--- config.mk ---
export PLATFORM = sky130hd
export DESIGN_NAME = control_unit
export DESIGN_NICKNAME = d
export VERILOG_FILES = /design/src/rtl/cpu_ctrl_pkg.sv /design/src/rtl/opcode_decode.sv /design/src/rtl/control_unit.sv
export SDC_FILE = /design/constraint.sdc
export NUM_CORES = 1
export LEC_CHECK = 0
export CAP_MARGIN = 20
export CORE_UTILIZATION = 35
export DETAILED_ROUTE_END_ITERATION = 10
export HOLD_SLACK_MARGIN = 0.12
export PLACE_DENSITY_LB_ADDON = 0.08
export SYNTH_ARGS = -nofsm -noshare
export SYNTH_HDL_FRONTEND = slang
export SYNTH_HIERARCHICAL = 1
export SYNTH_SLANG_ARGS = --single-unit
--- constraint.sdc ---
create_clock -name clock -period 3.1 [get_ports clock]
set_input_delay 0.465 -clock clock [delete_from_list [all_inputs] [get_ports clock]]
set_output_delay 0.465 -clock clock [all_outputs]
set_load 0.05 [all_outputs]
--- src/rtl/cpu_ctrl_pkg.sv ---
// Shared definitions for the hardwired CPU control unit: opcodes, FSM state
// encoding, instruction classes, ALU operation codes and the control-word
// struct that bundles every datapath enable.
package cpu_ctrl_pkg;

  // Opcodes, taken from ir[31:27]
  localparam logic [4:0] OP_LD   = 5'b00000;
  localparam logic [4:0] OP_LDI  = 5'b00001;
  localparam logic [4:0] OP_ST   = 5'b00010;
  localparam logic [4:0] OP_ADD  = 5'b00011;
  localparam logic [4:0] OP_SUB  = 5'b00100;
  localparam logic [4:0] OP_AND  = 5'b00101;
  localparam logic [4:0] OP_OR   = 5'b00110;
  localparam logic [4:0] OP_ADDI = 5'b01100;
  localparam logic [4:0] OP_BR   = 5'b10010;
  localparam logic [4:0] OP_IN   = 5'b10110;
  localparam logic [4:0] OP_OUT  = 5'b10111;
  localparam logic [4:0] OP_NOP  = 5'b11010;
  localparam logic [4:0] OP_HALT = 5'b11011;

  // ALU operation codes
  localparam logic [3:0] ALU_ADD = 4'd0;
  localparam logic [3:0] ALU_SUB = 4'd1;
  localparam logic [3:0] ALU_AND = 4'd2;
  localparam logic [3:0] ALU_OR  = 4'd3;

  typedef enum logic [3:0] {
    ST_RST, ST_T0, ST_T1, ST_T2, ST_T3, ST_T4, ST_T5, ST_T6, ST_T7, ST_HALTED
  } state_e;

  // Instruction classes; undefined opcodes fold into CLS_NOP
  typedef enum logic [3:0] {
    CLS_ALU, CLS_ADDI, CLS_LDI, CLS_LD, CLS_ST, CLS_BR,
    CLS_IN, CLS_OUT, CLS_NOP, CLS_HALT
  } cls_e;

  typedef struct packed {
    logic pci, pco, iri, mari, mdri, mdro, ryi, rzli, rzlo, gra, grb, grc;
    logic rin, rout, baout, csigno, opi, ipo, conin, incpc, mem_read, mem_write;
  } ctrl_t;

endpackage

--- src/rtl/opcode_decode.sv ---
// Combinational opcode decoder.
//   opcode : ir[31:27]
//   cls    : instruction class driving the control sequence
//   alu_op : ALU operation for register-register ALU instructions (ADD otherwise)
module opcode_decode
  import cpu_ctrl_pkg::*;
(
  input  logic [4:0] opcode,
  output cls_e       cls,
  output logic [3:0] alu_op
);

  always_comb begin
    cls    = CLS_NOP;
    alu_op = ALU_ADD;
    case (opcode)
      OP_LD:   cls = CLS_LD;
      OP_LDI:  cls = CLS_LDI;
      OP_ST:   cls = CLS_ST;
      OP_ADD:  begin cls = CLS_ALU; alu_op = ALU_ADD; end
      OP_SUB:  begin cls = CLS_ALU; alu_op = ALU_SUB; end
      OP_AND:  begin cls = CLS_ALU; alu_op = ALU_AND; end
      OP_OR:   begin cls = CLS_ALU; alu_op = ALU_OR;  end
      OP_ADDI: cls = CLS_ADDI;
      OP_BR:   cls = CLS_BR;
      OP_IN:   cls = CLS_IN;
      OP_OUT:  cls = CLS_OUT;
      OP_HALT: cls = CLS_HALT;
      default: cls = CLS_NOP;
    endcase
  end

endmodule

--- src/rtl/control_unit.sv ---
// Hardwired Moore control unit for a simple load/store CPU.
//   clock, clear     : rising-edge clock, synchronous active-high reset
//   ir               : instruction register (opcode in ir[31:27])
//   con_ff           : branch condition, gates pci in the BR T6 step
//   stop             : halt request, honoured only when an instruction ends
//   pci..mem_write   : one-bit datapath enables, 0 unless asserted by a step
//   alu_op           : ALU operation, ADD unless an ALU instruction is in T4
//   run              : 1 in T0..T7, 0 in RST and HALTED
module control_unit
  import cpu_ctrl_pkg::*;
(
  input  logic        clock,
  input  logic        clear,
  input  logic [31:0] ir,
  input  logic        con_ff,
  input  logic        stop,
  output logic        pci, pco, iri, mari, mdri, mdro, ryi, rzli, rzlo,
  output logic        gra, grb, grc, rin, rout, baout, csigno, opi, ipo,
  output logic        conin, incpc, mem_read, mem_write,
  output logic [3:0]  alu_op,
  output logic        run
);

  state_e     state_q, state_d;
  cls_e       cls;
  logic [3:0] dec_alu;
  ctrl_t      ctrl;
  state_e     end_state;

  // Only the opcode field steers sequencing; the rest belongs to the datapath.
  logic unused_ir;
  assign unused_ir = ^ir[26:0];

  opcode_decode u_dec (
    .opcode (ir[31:27]),
    .cls    (cls),
    .alu_op (dec_alu)
  );

  // Where an instruction goes when it finishes: stop is looked at only here.
  assign end_state = stop ? ST_HALTED : ST_T0;

  always_ff @(posedge clock) begin
    if (clear) state_q <= ST_RST;
    else       state_q <= state_d;
  end

  always_comb begin
    state_d = state_q;
    case (state_q)
      ST_RST: state_d = ST_T0;
      ST_T0:  state_d = ST_T1;
      ST_T1:  state_d = ST_T2;
      ST_T2:  state_d = (cls == CLS_NOP) ? end_state : ST_T3;
      ST_T3: begin
        case (cls)
          CLS_HALT:         state_d = ST_HALTED;
          CLS_IN, CLS_OUT:  state_d = end_state;
          default:          state_d = ST_T4;
        endcase
      end
      ST_T4:  state_d = ST_T5;
      ST_T5:  state_d = (cls inside {CLS_ALU, CLS_ADDI, CLS_LDI}) ? end_state : ST_T6;
      ST_T6:  state_d = (cls == CLS_BR) ? end_state : ST_T7;
      ST_T7:  state_d = end_state;
      ST_HALTED: state_d = ST_HALTED;
      default: state_d = ST_RST;
    endcase
  end

  always_comb begin
    ctrl   = '0;
    alu_op = ALU_ADD;
    run    = !(state_q inside {ST_RST, ST_HALTED});
    case (state_q)
      ST_T0: begin ctrl.pco = 1'b1; ctrl.mari = 1'b1; ctrl.incpc = 1'b1; ctrl.rzli = 1'b1; end
      ST_T1: begin ctrl.rzlo = 1'b1; ctrl.pci = 1'b1; ctrl.mem_read = 1'b1; ctrl.mdri = 1'b1; end
      ST_T2: begin ctrl.mdro = 1'b1; ctrl.iri = 1'b1; end
      ST_T3: begin
        case (cls)
          CLS_ALU, CLS_ADDI:        begin ctrl.grb = 1'b1; ctrl.rout = 1'b1;  ctrl.ryi = 1'b1; end
          CLS_LDI, CLS_LD, CLS_ST:  begin ctrl.grb = 1'b1; ctrl.baout = 1'b1; ctrl.ryi = 1'b1; end
          CLS_BR:  begin ctrl.gra = 1'b1; ctrl.rout = 1'b1; ctrl.conin = 1'b1; end
          CLS_IN:  begin ctrl.ipo = 1'b1; ctrl.gra = 1'b1;  ctrl.rin = 1'b1;   end
          CLS_OUT: begin ctrl.gra = 1'b1; ctrl.rout = 1'b1; ctrl.opi = 1'b1;   end
          default: ;
        endcase
      end
      ST_T4: begin
        case (cls)
          CLS_ALU: begin ctrl.grc = 1'b1; ctrl.rout = 1'b1; ctrl.rzli = 1'b1; alu_op = dec_alu; end
          CLS_ADDI, CLS_LDI, CLS_LD, CLS_ST: begin ctrl.csigno = 1'b1; ctrl.rzli = 1'b1; end
          CLS_BR:  begin ctrl.pco = 1'b1; ctrl.ryi = 1'b1; end
          default: ;
        endcase
      end
      ST_T5: begin
        case (cls)
          CLS_ALU, CLS_ADDI, CLS_LDI: begin ctrl.rzlo = 1'b1; ctrl.gra = 1'b1; ctrl.rin = 1'b1; end
          CLS_LD, CLS_ST: begin ctrl.rzlo = 1'b1; ctrl.mari = 1'b1; end
          CLS_BR:         begin ctrl.csigno = 1'b1; ctrl.rzli = 1'b1; end
          default: ;
        endcase
      end
      ST_T6: begin
        case (cls)
          CLS_LD: begin ctrl.mem_read = 1'b1; ctrl.mdri = 1'b1; end
          CLS_ST: begin ctrl.gra = 1'b1; ctrl.rout = 1'b1; ctrl.mdri = 1'b1; end
          // PC is loaded with the branch target only when the condition held.
          CLS_BR: begin ctrl.rzlo = 1'b1; ctrl.pci = con_ff; end
          default: ;
        endcase
      end
      ST_T7: begin
        case (cls)
          CLS_LD: begin ctrl.mdro = 1'b1; ctrl.gra = 1'b1; ctrl.rin = 1'b1; end
          CLS_ST: ctrl.mem_write = 1'b1;
          default: ;
        endcase
      end
      default: ;
    endcase
  end

  assign {pci, pco, iri, mari, mdri, mdro, ryi, rzli, rzlo, gra, grb, grc,
          rin, rout, baout, csigno, opi, ipo, conin, incpc, mem_read, mem_write} = ctrl;

endmodule

[After elaboration in Yosys (flattened, before gate mapping)]
Cells that the tools add are included.
Cells by class
  equal/unequal tests: 29
  multiplexer cells: 44
  reductions and logical operators: 15
Operators with widths (number)
  4-bit one-hot mux with 10 select lines: 1
  4-bit one-hot mux with 9 select lines: 1
  4-bit by 3-bit equality test with 1-bit output, second input constant: 8
  4-bit two-way mux: 6
  5-bit equality test, second input constant: 4
  1-bit two-way mux: 20
  4-bit by 2-bit equality test with 1-bit output, second input constant: 4
  4-bit equality test, second input constant: 4
  1-bit one-hot mux with 2 select lines: 8
  5-bit by 3-bit equality test with 1-bit output, second input constant: 3
  1-bit one-hot mux with 3 select lines: 4
  4-bit OR reduction: 3
  5-bit by 2-bit equality test with 1-bit output, second input constant: 2
  3-bit OR reduction: 3
  4-bit by 1-bit equality test with 1-bit output, second input constant: 2
  4-bit logical NOT: 2
  4-bit one-hot mux with 2 select lines: 1
  2-bit one-hot mux with 3 select lines: 1
  5-bit by 1-bit equality test with 1-bit output, second input constant: 1
  5-bit by 4-bit equality test with 1-bit output, second input constant: 1
  5-bit logical NOT: 1
  5-bit OR reduction: 1
  1-bit one-hot mux with 4 select lines: 1
  2-bit OR reduction: 2
  other kinds (4): 4
Word-level totals
  flip-flop bits (word level): 4

[Logic depth before layout (Yosys ltp)]
  depth in word-level cells: 7
  mapped depth: 9
  gate-level depth less buffers: 7

[Hierarchy]
The synthesis kept the hierarchy.
By module, submodules not included
  control_unit: times used 1, cells each 115, area an instance 794.5 um^2, sequential area each 80.1 um^2
  opcode_decode: times used 1, cells each 26, area an instance 152.6 um^2, sequential area each 0.0 um^2

[Least setup slack after synthesis]
OpenSTA, ideal clock, no wires.
  path kind: input-to-output
  from: input port ir[28]
  to: output port rin
  arrival: 3176 ps
  setup slack: -541 ps
  stages: 6
  cells stage by stage: clkbuf_2 > or3_1 > a21oi_1 > buf_6 > nor3b_1 > or2_1
Between the ends
  word-level cells in the longest chain between the ends: 7
  elaborated cells on any way between the ends: 24
  classes of those cells: eq/ne (15); mux (5); reduce/logical (4)
Ends and longest elaborated chain
  start: declaration: line control_unit.sv:14  | input logic [31:0] ir,
  5-bit by 2-bit equality test with 1-bit output or 5-bit by 3-bit equality test with 1-bit output (tied branches): line opcode_decode.sv:16  | case (opcode)
  4-bit OR reduction (no line)
  4-bit one-hot mux with 9 select lines *: line opcode_decode.sv:16
  net cls[1]: line control_unit.sv:25  | cls_e cls;
  4-bit by 1-bit equality test with 1-bit output, or another cell as far along: line control_unit.sv:98  | case (cls)
  3-bit OR reduction
  1-bit two-way mux: line control_unit.sv:98
  1-bit one-hot mux with 3 select lines *: line control_unit.sv:75  | case (state_q)
  end: declaration: line control_unit.sv:18  | output logic gra, grb, grc, rin, rout, baout, csigno, opi, ipo,
The timed path passes the listed nets; every way through them passes the cells marked *.

[Worst setup path in the final report]
  from: register state_q[0]
  to: output port incpc
Between the ends
  word-level cells in the longest chain between the ends: 2
Ends and longest elaborated chain
  start: declaration: line control_unit.sv:24  | state_e state_q, state_d;
  start signal: assignment: line control_unit.sv:45  | else state_q <= state_d;
  4-bit by 1-bit equality test with 1-bit output: line control_unit.sv:75
  1-bit two-way mux: line control_unit.sv:75
  end: declaration: line control_unit.sv:19  | output logic conin, incpc, mem_read, mem_write,
No other way between the ends.

==> impl_metrics.tcl <==
set metrics [dict create \
    n_antenna_cell 0 \
    hold_start "state_q[1]" \
    final_cells 215 \
    synth_top_family_by_area "simple AND/OR/NAND/NOR gates" \
    drc 0 \
    synth_area_um2 947.2 \
    regArea_um2 80.08 \
    period_share 0.9166 \
    grt_max_degree 19 \
    status "finished clean" \
    routed_wirelength_um 2596 \
    top_regs "state_q (4)" \
    synth_seq_cells 4 \
    dieArea_um2 2918 \
    yosys_warnings 6 \
    synth_flop_cell "dfxtp_1" \
    io_buffers 33 \
    dieWidth_um 54.02 \
    clk_path_buf_depth 2 \
    synth.distinct_cells 49 \
    post_cts_buffers 0 \
    drive_gt1_frac 0.3568 \
    grt-ovfl-total 0 \
    max_freq_mhz 351.9 \
    synth-edff-count 0 \
    fin_worst_skew_ps 2.159 \
    postSynthAreaPerCell_um2 6.717 \
    grt_pass1_wl_um 4215 \
    total_leakage_power_uw 0.0006947 \
    cts_buffers 3 \
    reg2reg_slack_ps 1450 \
    regMostFlops "state_q" \
    antenna_found_initial 0 \
    worstSetupPathType "reg2out" \
    largest_reg_flops 4 \
    slowest_delay_ps 790 \
    hp-class "reg2reg" \
    cts_tree "built" \
    min_period_ps 2841 \
    max-cap-violations 0 \
    grt_setup_unrepaired "false" \
    routedWlPerCell_um 12.07 \
    slew_headroom 0.6055 \
    hold_buffers 0 \
    synth-compound-area-share 0.2589 \
    finalSetupViolCount 0 \
    dp.cells 212 \
    worst_setup_path_end_kind "output pin" \
    core_area_um2 2522 \
    clk_latency_ps 220 \
    synth-simple-area-share 0.4835 \
    path_cells "nand2_1 -> or3_1 -> inv_1 -> clkdlybuf4s50_1" \
    ios 63 \
    finalHoldViolCount 0 \
    hpwl_um 2037 \
    synth-xor-area-share 0.02774 \
    drv_slew 0 \
    grt_pass1_vias 984 \
    holdWs_ps 664.1 \
    yosys-mux-area-fraction 0.02246 \
    clkTransAtPathRegs_ps 30 \
    cp_max_fo 16 \
    final_core_util 0.6324 \
    tightest_slew_ps 590.9 \
    area.growth.synth_to_final_pct 68.43 \
    p_per_area_nw_per_um2 264.6 \
    crit_path_start_kind "flop" \
    gp_congestion 0.8705 \
    drt_iter0_markers 21 \
    min_to "state_q[0]" \
    multi_input_area_um2 803.3 \
    setup_slack_ps 258.7 \
    reg2regPathDepth 5 \
    first_pass_iters 4 \
    ys_async_sr_fraction 0 \
    hold-path-cell-count 2 \
    grt_usage 0.1921 \
    r2r_end "state_q[3]" \
    reg2reg_from "state_q[2]" \
    synth_fa_ha_area_frac 0 \
    dieHeight_um 54.02 \
    ant_nets 0 \
    yosysSeqAreaShare 0.08454 \
    nets 223 \
    cts_max_level 1 \
    syn-instance-count 141 \
    viasPerCell 5.265 \
    root_buffer "clkbuf_4" \
    crit_path_top_delay_cell "clkdlybuf4s50_1" \
    peakVddDrop_mv 0.2665 \
    required_ps 2630 \
    fillers 220 \
    vias 1132 \
    setup-tns-final_ps 0 \
    pre_cts_slack_ps -68.35 \
    start_util 0.3755 \
    clock-sinks 4 \
    row_count 18 \
    critical_path_arrival_ps 2380 \
]
## final cells by class
cell class | count | share of cell area
Sequential cell | 4 | 0.05020
Multi-Input combinational cell | 118 | 0.5035
Timing Repair Buffer | 53 | 0.3922
Tap cell | 30 | 0.02353
Clock buffer | 3 | 0.01412
Inverter | 7 | 0.01647
## per-stage QoR
step	total power (µW)	cell area (µm²)
finish	422.1	1595
floorplan	253.3	975.9
global route	454.0	1595
global placement	355.4	1540
CTS	423.3	1574
detailed placement	359.0	1540
## worst max path at each step
stage                     startpoint    end  slack, ps  depth (start not counted)
after floorplan               ir[28]    rin         -8                          6
after global placement        ir[29]    gra        -70                          9
after detailed placement      ir[29]    gra        -70                          9
after CTS                     ir[29]   rzlo          3                         10
after global routing      state_q[0]  incpc        130                          4
final                     state_q[0]  incpc        260                          4
## where the power goes
| part | switching (µW) | total (µW) | internal [µW] |
|---|---|---|---|
| Combinational | 162 | 285 | 123 |
| Sequential | 21.0 | 77.8 | 56.8 |
| Clock | 16.7 | 59.6 | 43.0 |
| Total | 199 | 422 | 223 |
## kinds of logic after synthesis
logic type / after synthesis
other: 1
buffers and inverters: 20
AO/OA/AOI/OAI: 36
multiplexers: 2
flip-flops: 4
AND/OR/NAND/NOR: 75
XOR/XNOR: 3
## routing by layer
layer	part of all wire	track usage
met1	0.49	0.2574
met2	0.46	0.3313
met3	0.037	0.01695
met4	0.0069	0.03846
met5	0	0
## placed cells by master (no fill, tap or decap), drive strengths merged, types with 2 or more instances in the layout
master	Yosys	final
dfxtp	4	4
or4	2	2
a211oi	3	3
and3	5	5
clkdlybuf4s50	0	6
a21o	2	2
buf	12	42
nor4	2	2
o211ai	2	2
clkbuf	1	3
nor3	6	6
or2	2	2
nor2	15	15
nand3	7	7
nand2	13	13
xnor2	2	2
dlymetal6s2s	0	5
nor3b	2	2
a31oi	2	2
nor2b	3	3
o21ai	8	8
and4bb	3	3
a21oi	10	10
or3	2	2
conb	1	2
o22ai	2	2
nand2b	6	6
inv	7	7
and2	4	4
## cells in the mapped netlist (all sizes together) (3+ instances only)
cell type | count | area share
a211oi | 3 | 0.024
a21oi | 10 | 0.057
and2 | 4 | 0.026
and3 | 5 | 0.033
and4bb | 3 | 0.044
buf | 12 | 0.086
dfxtp | 4 | 0.085
inv | 7 | 0.028
nand2 | 13 | 0.052
nand2b | 6 | 0.040
nand3 | 7 | 0.037
nor2 | 15 | 0.059
nor2b | 3 | 0.028
nor3 | 6 | 0.032
o21ai | 8 | 0.042
## timing repair
action	in CTS	in global routing
pin swaps	1	3
hold endpoints to repair	0	0
gates resized for setup	4	8
setup endpoints to repair	3	19
## worst max-delay path, delay by kind of cell (launching register included)
kind	cells	cell delay [ps]
buf+inv	2	870
flops	1	670
simple gates	2	610
(Power assumes the default switching activity.)
